$ cat src/rtl/axis_rand_arbiter.sv
// Round-robin arbiter sharing one AXI-Stream random source among NUM_CONS consumers.
// Each grant lasts BURST_LEN beats; a stall watchdog reclaims the grant from a stuck consumer.
module axis_rand_arbiter #(
  parameter int unsigned NUM_CONS   = 4,
  parameter int unsigned BURST_LEN  = 8,
  parameter int unsigned TIMEOUT    = 16,
  parameter int unsigned DATA_WIDTH = 256
) (
  input  logic                  axis_aclk,
  input  logic                  axis_areset,
  input  logic                  enable,
  input  logic [DATA_WIDTH-1:0] s_axis_rand_tdata,
  input  logic                  s_axis_rand_tvalid,
  output logic                  s_axis_rand_tready,
  output logic [DATA_WIDTH-1:0] m_axis_tdata,
  output logic [NUM_CONS-1:0]   m_axis_tvalid,
  input  logic [NUM_CONS-1:0]   m_axis_tready,
  output logic                  m_axis_tlast,
  output logic                  grant_valid,
  output logic [((NUM_CONS > 2) ? $clog2(NUM_CONS) : 1)-1:0] grant_idx,
  output logic                  timeout_pulse
);

  localparam int unsigned GW = (NUM_CONS > 2) ? $clog2(NUM_CONS) : 1;
  localparam int unsigned SW = (TIMEOUT > 0) ? $clog2(TIMEOUT + 1) : 1;

  localparam logic ST_IDLE  = 1'b0;
  localparam logic ST_BURST = 1'b1;

  localparam logic [SW-1:0] STALL_MAX = SW'((TIMEOUT > 0) ? TIMEOUT - 1 : 0);
  localparam logic [7:0]    BEAT_INIT = 8'(BURST_LEN - 1);
  localparam logic [GW-1:0] LAST_IDX  = GW'(NUM_CONS - 1);
  localparam logic [GW:0]   NUM_EXT   = (GW + 1)'(NUM_CONS);

  logic          state_q, state_d;
  logic [GW-1:0] grant_idx_q, grant_idx_d;
  logic [GW-1:0] rr_ptr_q, rr_ptr_d;
  logic [7:0]    beat_cnt_q, beat_cnt_d;
  logic [SW-1:0] stall_cnt_q, stall_cnt_d;
  logic          timeout_pulse_q, timeout_pulse_d;

  logic          in_burst;
  logic          granted_ready;
  logic          handshake;
  logic          stall;
  logic [GW-1:0] next_ptr;
  logic [GW-1:0] winner;
  logic          found;
  logic [GW:0]   cand;

  assign in_burst      = (state_q == ST_BURST);
  assign granted_ready = m_axis_tready[grant_idx_q];
  assign handshake     = in_burst & s_axis_rand_tvalid & granted_ready;
  assign stall         = in_burst & s_axis_rand_tvalid & ~granted_ready;
  assign next_ptr      = (grant_idx_q == LAST_IDX) ? '0 : grant_idx_q + GW'(1);

  // First requester at or above rr_ptr, wrapping explicitly for non-power-of-two counts
  always_comb begin
    winner = rr_ptr_q;
    found  = 1'b0;
    cand   = '0;
    for (int unsigned i = 0; i < NUM_CONS; i++) begin
      cand = {1'b0, rr_ptr_q} + (GW + 1)'(i);
      if (cand >= NUM_EXT) cand = cand - NUM_EXT;
      if (!found && m_axis_tready[cand[GW-1:0]]) begin
        winner = cand[GW-1:0];
        found  = 1'b1;
      end
    end
  end

  always_comb begin
    state_d         = state_q;
    grant_idx_d     = grant_idx_q;
    rr_ptr_d        = rr_ptr_q;
    beat_cnt_d      = beat_cnt_q;
    stall_cnt_d     = stall_cnt_q;
    timeout_pulse_d = 1'b0;
    case (state_q)
      ST_IDLE: begin
        if (enable && found) begin
          state_d     = ST_BURST;
          grant_idx_d = winner;
          beat_cnt_d  = BEAT_INIT;
          stall_cnt_d = '0;
        end
      end
      ST_BURST: begin
        // A handshake excludes a stall in the same cycle, so the final beat always wins
        if (handshake) begin
          stall_cnt_d = '0;
          if (beat_cnt_q == 8'd0) begin
            state_d  = ST_IDLE;
            rr_ptr_d = next_ptr;
          end else begin
            beat_cnt_d = beat_cnt_q - 8'd1;
          end
        end else if (stall && (TIMEOUT != 0)) begin
          if (stall_cnt_q == STALL_MAX) begin
            state_d         = ST_IDLE;
            rr_ptr_d        = next_ptr;
            timeout_pulse_d = 1'b1;
          end else begin
            stall_cnt_d = stall_cnt_q + SW'(1);
          end
        end
      end
      default: state_d = ST_IDLE;
    endcase
  end

  always_ff @(posedge axis_aclk) begin
    if (axis_areset) begin
      state_q         <= ST_IDLE;
      grant_idx_q     <= '0;
      rr_ptr_q        <= '0;
      beat_cnt_q      <= '0;
      stall_cnt_q     <= '0;
      timeout_pulse_q <= 1'b0;
    end else begin
      state_q         <= state_d;
      grant_idx_q     <= grant_idx_d;
      rr_ptr_q        <= rr_ptr_d;
      beat_cnt_q      <= beat_cnt_d;
      stall_cnt_q     <= stall_cnt_d;
      timeout_pulse_q <= timeout_pulse_d;
    end
  end

  always_comb begin
    m_axis_tvalid = '0;
    if (in_burst) m_axis_tvalid[grant_idx_q] = s_axis_rand_tvalid;
  end

  assign s_axis_rand_tready = in_burst & granted_ready;
  assign m_axis_tlast       = in_burst & (beat_cnt_q == 8'd0);
  assign m_axis_tdata       = s_axis_rand_tdata;
  assign grant_valid        = in_burst;
  assign grant_idx          = grant_idx_q;
  assign timeout_pulse      = timeout_pulse_q;

endmodule

$ cat config.mk
export PLATFORM = sky130hd
export DESIGN_NAME = axis_rand_arbiter
export DESIGN_NICKNAME = d
export VERILOG_FILES = /design/src/rtl/axis_rand_arbiter.sv
export SDC_FILE = /design/constraint.sdc
export NUM_CORES = 1
export LEC_CHECK = 0
export BUFFER_PORTS_ARGS = -buffer_cell sky130_fd_sc_hd__buf_4
export CORE_AREA = 2 2 208 210
export CTS_BUF_LIST = sky130_fd_sc_hd__clkbuf_2
export DETAILED_ROUTE_END_ITERATION = 8
export DIE_AREA = 0 0 210 212
export RECOVER_POWER = 25
export SLEW_MARGIN = 15
export SYNTH_ARGS = -nofsm -noshare
export SYNTH_HDL_FRONTEND = slang
export SYNTH_SLANG_ARGS = --single-unit
$ cat constraint.sdc
create_clock -name axis_aclk -period 3.4 [get_ports axis_aclk]
set_input_delay 0.17 -clock axis_aclk [delete_from_list [all_inputs] [get_ports axis_aclk]]
set_output_delay 0.17 -clock axis_aclk [all_outputs]
set_load 0.1 [all_outputs]
# == After elaboration in Yosys (flattened, before gate mapping) ==
# Cells that the tools add are included.
# totals
regBits,19
wordCells,105
inputBits,264
# op_classes
order_cmp,10
n_eq_ne,8
muxes,46
n_reduce_logical,16
bitwise,9
n_addsub,10
# op_table
cell,count
$mux W2,13
$mux W8,3
$mux W5,4
$mux W1,16
$pmux W8 S2,1
$lt A2 B3 Y1 const B,5
$bmux W1 S2,5
$pmux W5 S2,1
$ge A3 B3 Y1 const B,3
$logic_not A8 Y1,1
$sub A2 B1 Y2 const B,4
$sub A8 B1 Y8 const B,1
$add A2 B2 Y3 const B,2
$reduce_and A3 Y1,2
$add A5 B1 Y5 const B,1
$and A1 B1 Y1,5
$eq A5 B4 Y1 const B,1
$logic_and A1 B1 Y1,5
$and A4 B4 Y4,1
$mux W4,1
$ne A2 B1 Y1 const B,2
$ne A2 B2 Y1 const B,2
$reduce_and A4 Y1,1
$reduce_bool A2 Y1,2
other kinds (13),17

# == Longest topological paths before layout ==
# Gate-level depths: netlist of run 1.
# logic_depth
word_depth,17
mapped_depth,7
mapped_depth_nobuf,7

# == Least setup slack after synthesis of run 1 ==
# Ideal clock, no wire load.
# synth_timing
path_type,register -> register
from,register grant_idx_q[0] (netlist: grant_idx[0])
to,register rr_ptr_q[0]
stages_incl_launch_ff,5
period_less_slack_ns,2.581
t_required_ns,3.279
setup_ns,0.121
arrival_time_ns,2.460
path_slack_ns,0.819
cell_sequence,dfxtp_1 > mux4_2 > buf_2 > o31ai_2 > mux2_2
# synth_between
elab_chain_cells,6
# synth_rtl
element,line,source
"start, declared",36,"logic [GW-1:0] grant_idx_q, grant_idx_d;"
"start signal, assigned",122,grant_idx_q <= grant_idx_d;
$bmux W1 S2,52,assign granted_ready = m_axis_tready[grant_idx_q];
$mux W1 (not written as such),52,
$not A1 Y1,54,assign stall = in_burst & s_axis_rand_tvalid & ~granted_ready;
$and A1 B1 Y1,54,
$reduce_bool A2 Y1 (no line),--,
$reduce_and A4 Y1 (no line),--,
"end signal, assigned",123,rr_ptr_q <= rr_ptr_d;
"end, declared",37,"logic [GW-1:0] rr_ptr_q, rr_ptr_d;"
# Parallel ways exist; a longest one is shown, timed or not. The select of a mux whose other input is x is not followed.
# A chain may end at the register's enable or synchronous reset.

# == Worst setup path in the final report of run 1 ==
# layout_timing
from,register grant_idx_q[0] (netlist: grant_idx[0])
to,output port s_axis_rand_tready
# layout_between
elab_chain_cells,3
# layout_rtl
element,line,source
$bmux W1 S2,52,
$mux W1 (not written as such),52,
$and A1 B1 Y1,135,assign s_axis_rand_tready = in_burst & granted_ready;
"end, declared",14,"output logic s_axis_rand_tready,"
# No other way between the ends. The select of a mux whose other input is x is not followed.

==> impl_metrics.tcl, run 1 <==
set metrics [dict create \
    cts_root_buf "clkbuf_2" \
    grt_start_max_net_pins 17 \
    drtAntennaViolNets 0 \
    clockBufferDepth 2 \
    finalSetupViolations 0 \
    drv_slew 0 \
    layout-drive-gt1-share_pct 19.5 \
    rsz0062_at_grt "false" \
    coreArea_mm2 0.0425 \
    met2_length_um 5270 \
    setup_tns_ns 0 \
    peakVddDrop_uv 78.7 \
    critPathCaptureType "output port" \
    maxSlewHeadroom_pct 28.2 \
    post-cts-setup-buffer-count 0 \
    dp_cells 701 \
    crit_type "flip-flop to output port" \
    drt_first_pass_iters 4 \
    dpl.hpwl_um 9980 \
    holdBufCountCts 0 \
    grt_antenna_before_repair 5 \
    cp_max_fo 11 \
    wl_per_cell_um 16.6 \
    viasPerCell 2.21 \
    synth_area_per_cell_um2 7.89 \
    top_layer "met5" \
    fin_cells 706 \
    cts.htree.levels 1 \
    cts_repair_resize_count 0 \
    fp.dieH_um 212 \
    fin_hold_ws_ns 0.0925 \
    power_density_mw_per_mm2 321 \
    critPathLaunchType "flip-flop" \
    grt_overflow 0 \
    synth.top_cells.by_area "buf_4 (61%), dfxtp_1 (12%), ha_1 (3.2%), nand2_1 (1.6%), and3_1 (1.4%)" \
    fin_util_pct 4.77 \
    clkTransAtPathRegs_ns 0.24 \
    arrival_ns 2.12 \
    synthCells 397 \
    synth_cell_types 47 \
    fillers 4973 \
    leakage_nw 0.568 \
    die_w_um 210 \
    met3RoutedLength_um 2850 \
    dieArea_mm2 0.0445 \
    synth_seq_cells 19 \
    synth_edf_count 0 \
    drcViolationCount 0 \
    worst_slew_pin_slew_ns 1.06 \
    max_freq_ghz 0.436 \
    grt_pass1_wl_um 14200 \
    boundaryPins 530 \
    syn_nets 669 \
    min_period_ns 2.29 \
    rows 76 \
    io_buffers 17 \
    routed_wl_um 11700 \
    hold_viol 0 \
    tritoncts "done" \
    clkLatencyLatePin_ns 0.36 \
    grt_pass1_vias 1575 \
    drv_cap 0 \
    fin_nets 432 \
    yosys_warnings 0 \
    synthArstFlopShare_pct 0 \
    start_util_pct 7.37 \
    synth_ff_type "dfxtp_1" \
    cts_buffers 3 \
    gp_congestion 0.712 \
    finalCritPeriodShare_pct 67.5 \
    drtIter0Drc 91 \
    syn_to_final_growth_pct -35.4 \
    synth_top_area_share_pct 61.3 \
    clock_skew_ns 0.0366 \
    min_path_type "input port to flip-flop" \
    syn_area_mm2 0.00313 \
    final_area_mm2 0.00203 \
    wl_met1_um 2360 \
    status "completed" \
    cts.sinks 19 \
    required_ns 3.23 \
    grt.total_usage_pct 4.93 \
    synth.largest_area_cell "buf_4" \
    via_count 1561 \
    placed_area_mm2 0.00200 \
    ys_seq_area_share_pct 12.1 \
]
## where the power goes
part	switching [W]	internal [W]
clock network	0.0000843	0.0000311
registers	0.0000323	0.000249
logic	0.000160	0.0000944
## layer usage
layer,global-route usage [%],up-vias
met5,0,-
met4,5.43,4
met3,5.18,133
met2,7.70,247
met1,2.82,610
li1,-,567
## worst max-delay path: stages, from the launching register on
cell and delay, ns:
dfxtp_1 0.52, mux4_2 0.67, and2_1 0.30, buf_4 0.27
## stage by stage
step	total power [W]	setup slack, ns
2_1_floorplan	0.00190	0.819
3_3_place_gp	0.000541	1.49
3_5_place_dp	0.000543	1.45
4_1_cts	0.000674	0.952
5_1_grt	0.000704	0.932
6_report	0.000651	1.11
## cells in the final DEF, fill, tap and decap left out, drive strengths merged, types with 2 or more instances in the layout
master,n
nand4,2
mux2i,3
nand2,13
nor4,4
a21oi,4
o41ai,2
buf,19
and3,7
clkbuf,4
and2,2
or4,2
nand2b,6
nor2b,3
o21ai,6
o22a,4
a211oi,3
a31oi,2
dfxtp,19
ha,8
nor3,9
a311oi,2
nor2,4
nand3,3
inv,10
nor3b,2
## final cells by class
class                           count  area [µm²]  area share, %
Tap cell                          546         683           33.7
Inverter                           11        41.3           2.04
Timing Repair Buffer               19         143           7.04
Clock buffer                        4        20.0          0.988
Multi-Input combinational cell    106         756           37.3
Sequential cell                    19         380           18.8
Antenna cell                        1        2.50          0.124
## path summary, 6_finish.rpt
kind / from / endpoint / slack [ns] / depth (start not counted)
worst min-delay path: axis_areset / grant_idx[0] / 0.09 / 2
worst max-delay path: grant_idx[0] / s_axis_rand_tready / 1.11 / 3
worst max register to register: grant_idx[0] / rr_ptr_q[0] / 1.40 / 3
worst min register to register: stall_cnt_q[4] / stall_cnt_q[4] / 0.48 / 2
## sequential cells by signal, indices dropped and copies added, names as in the netlist
register and count:
beat_cnt_q 8, grant_idx 2, grant_valid 1, rr_ptr_q 2, stall_cnt_q 5, timeout_pulse 1
## cells in the mapped netlist, types with 3 or more instances
cell type and instances:
a211oi_1 3, a21oi_1 4, and3_1 7, buf_4 256, dfxtp_1 19, ha_1 8
inv_1 10, mux2i_1 3, nand2_1 13, nand2b_1 6, nand3_1 3, nor2_1 4
nor2b_1 3, nor3_1 8, nor4_1 4, o21ai_0 5, o22a_1 4
## cell families (layout without fill, tap and decap cells)
family / Yosys count / in the layout / share of synthesized area, %
other: 0 / 1 / 0
XOR/XNOR: 1 / 1 / 0.279
AO/OA/AOI/OAI: 32 / 32 / 7.86
flip-flops: 19 / 19 / 12.1
adder cells (fa/ha/maj): 8 / 8 / 3.19
AND/OR/NAND/NOR: 60 / 60 / 10.7
buffers and inverters: 272 / 34 / 63.8
multiplexers: 5 / 5 / 2.04
(Power assumes the default switching activity.)
==> run 2: changes to the inputs <==
ABC_AREA = 1   (was default)
CORE_AREA = 2 2 204 206   (was 2 2 208 210)
DIE_AREA = 0 0 206 208   (was 0 0 210 212)
clock period = 2.1 ns   (was 3.4 ns; I/O delays follow)
==> impl_metrics.tcl, run 2 <==
set metrics [dict create \
    yosysMostFrequentCell "buf_4" \
    dpl.hpwl_um 9070 \
    cpMostUsedCell "buf_4" \
    grt_start_max_net_pins 14 \
    crit_type "flip-flop to output port" \
    grt_antenna_before_repair 1 \
    viasPerCell 2.40 \
    fillers 4830 \
    layout_commonest_cell "nand2_1" \
    synth_seq_cells 19 \
    largest_register_ffs 8 \
    cp_max_fo 4 \
    placed_area_mm2 0.00220 \
    drcViolationCount 0 \
    finalCritPeriodShare_pct 89.9 \
    hold_viol 0 \
    required_ns 2.00 \
    drtAntennaViolNets 0 \
    critPathLaunchType "flip-flop" \
    drv_slew 0 \
    internal_power_w 0.000600 \
    max_freq_ghz 0.530 \
    syn_nets 752 \
    leakage_nw 0.795 \
    worstPathCellList "inv_1, nand2_1, nor3_1, nand4_1, buf_4, nor2_4, buf_4" \
    cp-endpoint "m_axis_tlast" \
    grt_overflow 0 \
    wl_per_cell_um 13.9 \
    clkLatencyLatePin_ns 0.34 \
    start_util_pct 8.18 \
    synth_top_area_share_pct 57.9 \
    crit_buf_inv 3 \
    synth_common_cells "buf_4 (256), nand2_1 (67), inv_1 (26), nor2_1 (26), nand3_1 (20)" \
    reg2reg_to "stall_cnt_q[0]" \
    clockBufferDepth 2 \
    peakVddDrop_uv 164 \
    critPathCaptureType "output port" \
    synthArstFlopShare_pct 0 \
    clkTransAtPathRegs_ns 0.20 \
    coreArea_mm2 0.0406 \
    regArea_um2 384 \
    cts_repair_resize_count 0 \
    grt_pass1_wl_um 13400 \
    reg.largest.list "beat_cnt_q x8, stall_cnt_q x5" \
    crit_slowest_cell "dfxtp_1" \
    setup_tns_ns 0 \
    ys_seq_area_share_pct 11.5 \
    cts.htree.levels 1 \
    drtIter0Drc 94 \
    cp-startpoint "beat_cnt_q[3]" \
    io_buffers 17 \
    finalSetupViolations 0 \
    synthCells 480 \
    dieArea_mm2 0.0428 \
    p_sw_share_pct 46.3 \
    cts_buffers 3 \
    reg2regPathDepth 12 \
    gp_congestion 0.713 \
    worst_slew_pin_slew_ns 0.511 \
    synth_cell_types 28 \
    rows 74 \
    mostFrequentLayoutCells "nand2_1 (67), inv_1 (26), nand3_1 (20), nor2_1 (20), buf_4 (19)" \
    r2r_setup_slack_ns 0.24 \
    synth_area_per_cell_um2 6.91 \
    final_area_mm2 0.00223 \
    synth.largest_area_cell "buf_4" \
    power_density_mw_per_mm2 501 \
    boundaryPins 530 \
    crit-reg2reg-launch "grant_idx[0]" \
    fin_nets 518 \
    fp.dieH_um 208 \
    p_clk_share_pct 15.7 \
    multiInputGateArea_um2 902 \
    synth_edf_count 0 \
    synth_ff_type "dfxtp_1" \
    yosys_warnings 0 \
    min_period_ns 1.89 \
    drv_cap 0 \
    top_register "beat_cnt_q" \
    rsz0062_at_grt "false" \
    arrival_ns 1.78 \
    cp.depth 7 \
    clock_skew_ns 0.0174 \
    fin_hold_ws_ns 0.131 \
    syn_to_final_growth_pct -32.6 \
    cts.sinks 19 \
    cts_root_buf "clkbuf_2" \
    layout-drive-gt1-share_pct 20.0 \
    die_w_um 206 \
    min_path_type "input port to flip-flop" \
    critPathTopFamily "buffers and inverters" \
    synth.top_cells.by_area "buf_4 (58%), dfxtp_1 (11%), nand2_1 (7.6%), ha_1 (3.0%), nand3_1 (3.0%)" \
    maxSlewHeadroom_pct 65.8 \
    routed_wl_um 10800 \
    grt_pass1_vias 1794 \
    p_sw_w 0.000518 \
    via_count 1864 \
    syn_area_mm2 0.00332 \
    status "completed" \
    grt.total_usage_pct 4.61 \
    p_seq_share_pct 39.7 \
    tritoncts "done" \
    drt_first_pass_iters 4 \
    worst_path_largest_cell_delay_ns 0.38 \
    comb_power_share_pct 44.6 \
]
-- run 2: cell types whose count changed in the layout (fill, tap and decap cells not counted), moves of 4 or more --
cell / change
nand2_1: +54
nand2_2: +6
nor3_1: -4
nand3_1: +17
nor2_1: +16
inv_1: +16
a21oi_1: +12
and3_1: -6
nor2_2: +5
o22a_1: -4
nand2b_1: -6
nor4_1: -4
or2_2: +4
-- run 2: logic make-up after synthesis --
family | after synthesis | synth area share (%)
DFF | 19 | 11.5
AOI/OAI and AO/OA | 26 | 4.23
buffers and inverters | 287 | 61.9
adders and majority gates | 8 | 3.02
and+or+nand+nor | 137 | 18.6
xor gates and xnor gates | 3 | 0.792
-- run 2: how the worst min path moves through the flow --
stage	slack [ns]	depth (start not counted)	end	from
floorplan	0.17	1	grant_idx[1]	axis_areset
global placement	0.21	0	m_axis_tdata[11]	s_axis_rand_tdata[11]
detailed placement	0.21	0	m_axis_tdata[11]	s_axis_rand_tdata[11]
CTS	0.14	3	timeout_pulse	s_axis_rand_tvalid
global route	0.14	3	timeout_pulse	s_axis_rand_tvalid
finish	0.13	3	timeout_pulse	s_axis_rand_tvalid
-- run 2: what timing repair did --
| item | 4_1_cts | 5_1_grt |
|---|---|---|
| setup endpoints to repair | 0 | 0 |
| endpoints found under the hold margin | 4 | 0 |
| hold buffers | 1 | 0 |
| setup buffers | 0 | 0 |
-- run 2: final cells by class --
| cell class | instances | area share [%] |
|---|---|---|
| sequential | 19 | 17.2 |
| antenna | 1 | 0.112 |
| timing repair buffer | 20 | 6.83 |
| inverter | 28 | 4.70 |
| multi-input combinational | 174 | 40.4 |
| clock inverter | 1 | 0.336 |
| clock buffer | 3 | 0.672 |
| tap | 532 | 29.8 |
-- run 2: worst min-delay path, cell delays in order --
cell and delay (ns):
buf_4 0.12, nand4_1 0.15, nor2_1 0.07
-- run 2: metal layers --
layer / global-route usage [%] / part of all wire, %
met5: 1.04 / 0.56
met4: 7.02 / 14
met2: 5.83 / 39
met3: 4.50 / 24
met1: 3.05 / 23
-- run 2: power groups by stage --
| stage | clock [W] | combinational [W] | sequential (W) |
|---|---|---|---|
| floorplan | 0 | 0.00265 | 0.000482 |
| global placement | 0 | 0.000494 | 0.000451 |
| detailed placement | 0 | 0.000501 | 0.000452 |
| CTS | 0.000184 | 0.000505 | 0.000445 |
| global route | 0.000195 | 0.000563 | 0.000451 |
| finish | 0.000175 | 0.000499 | 0.000444 |
-- run 2: stage by stage --
step	worst slack [ns]	total power [W]	std cells	utilization, %
after floorplan	0.0937	0.00313	480	-
after global placement	0.284	0.000945	772	5.42
after detailed placement	0.255	0.000953	772	5.42
after CTS	0.177	0.00113	777	5.50
after global routing	0.00224	0.00121	778	5.51
final	0.212	0.00112	778	5.51
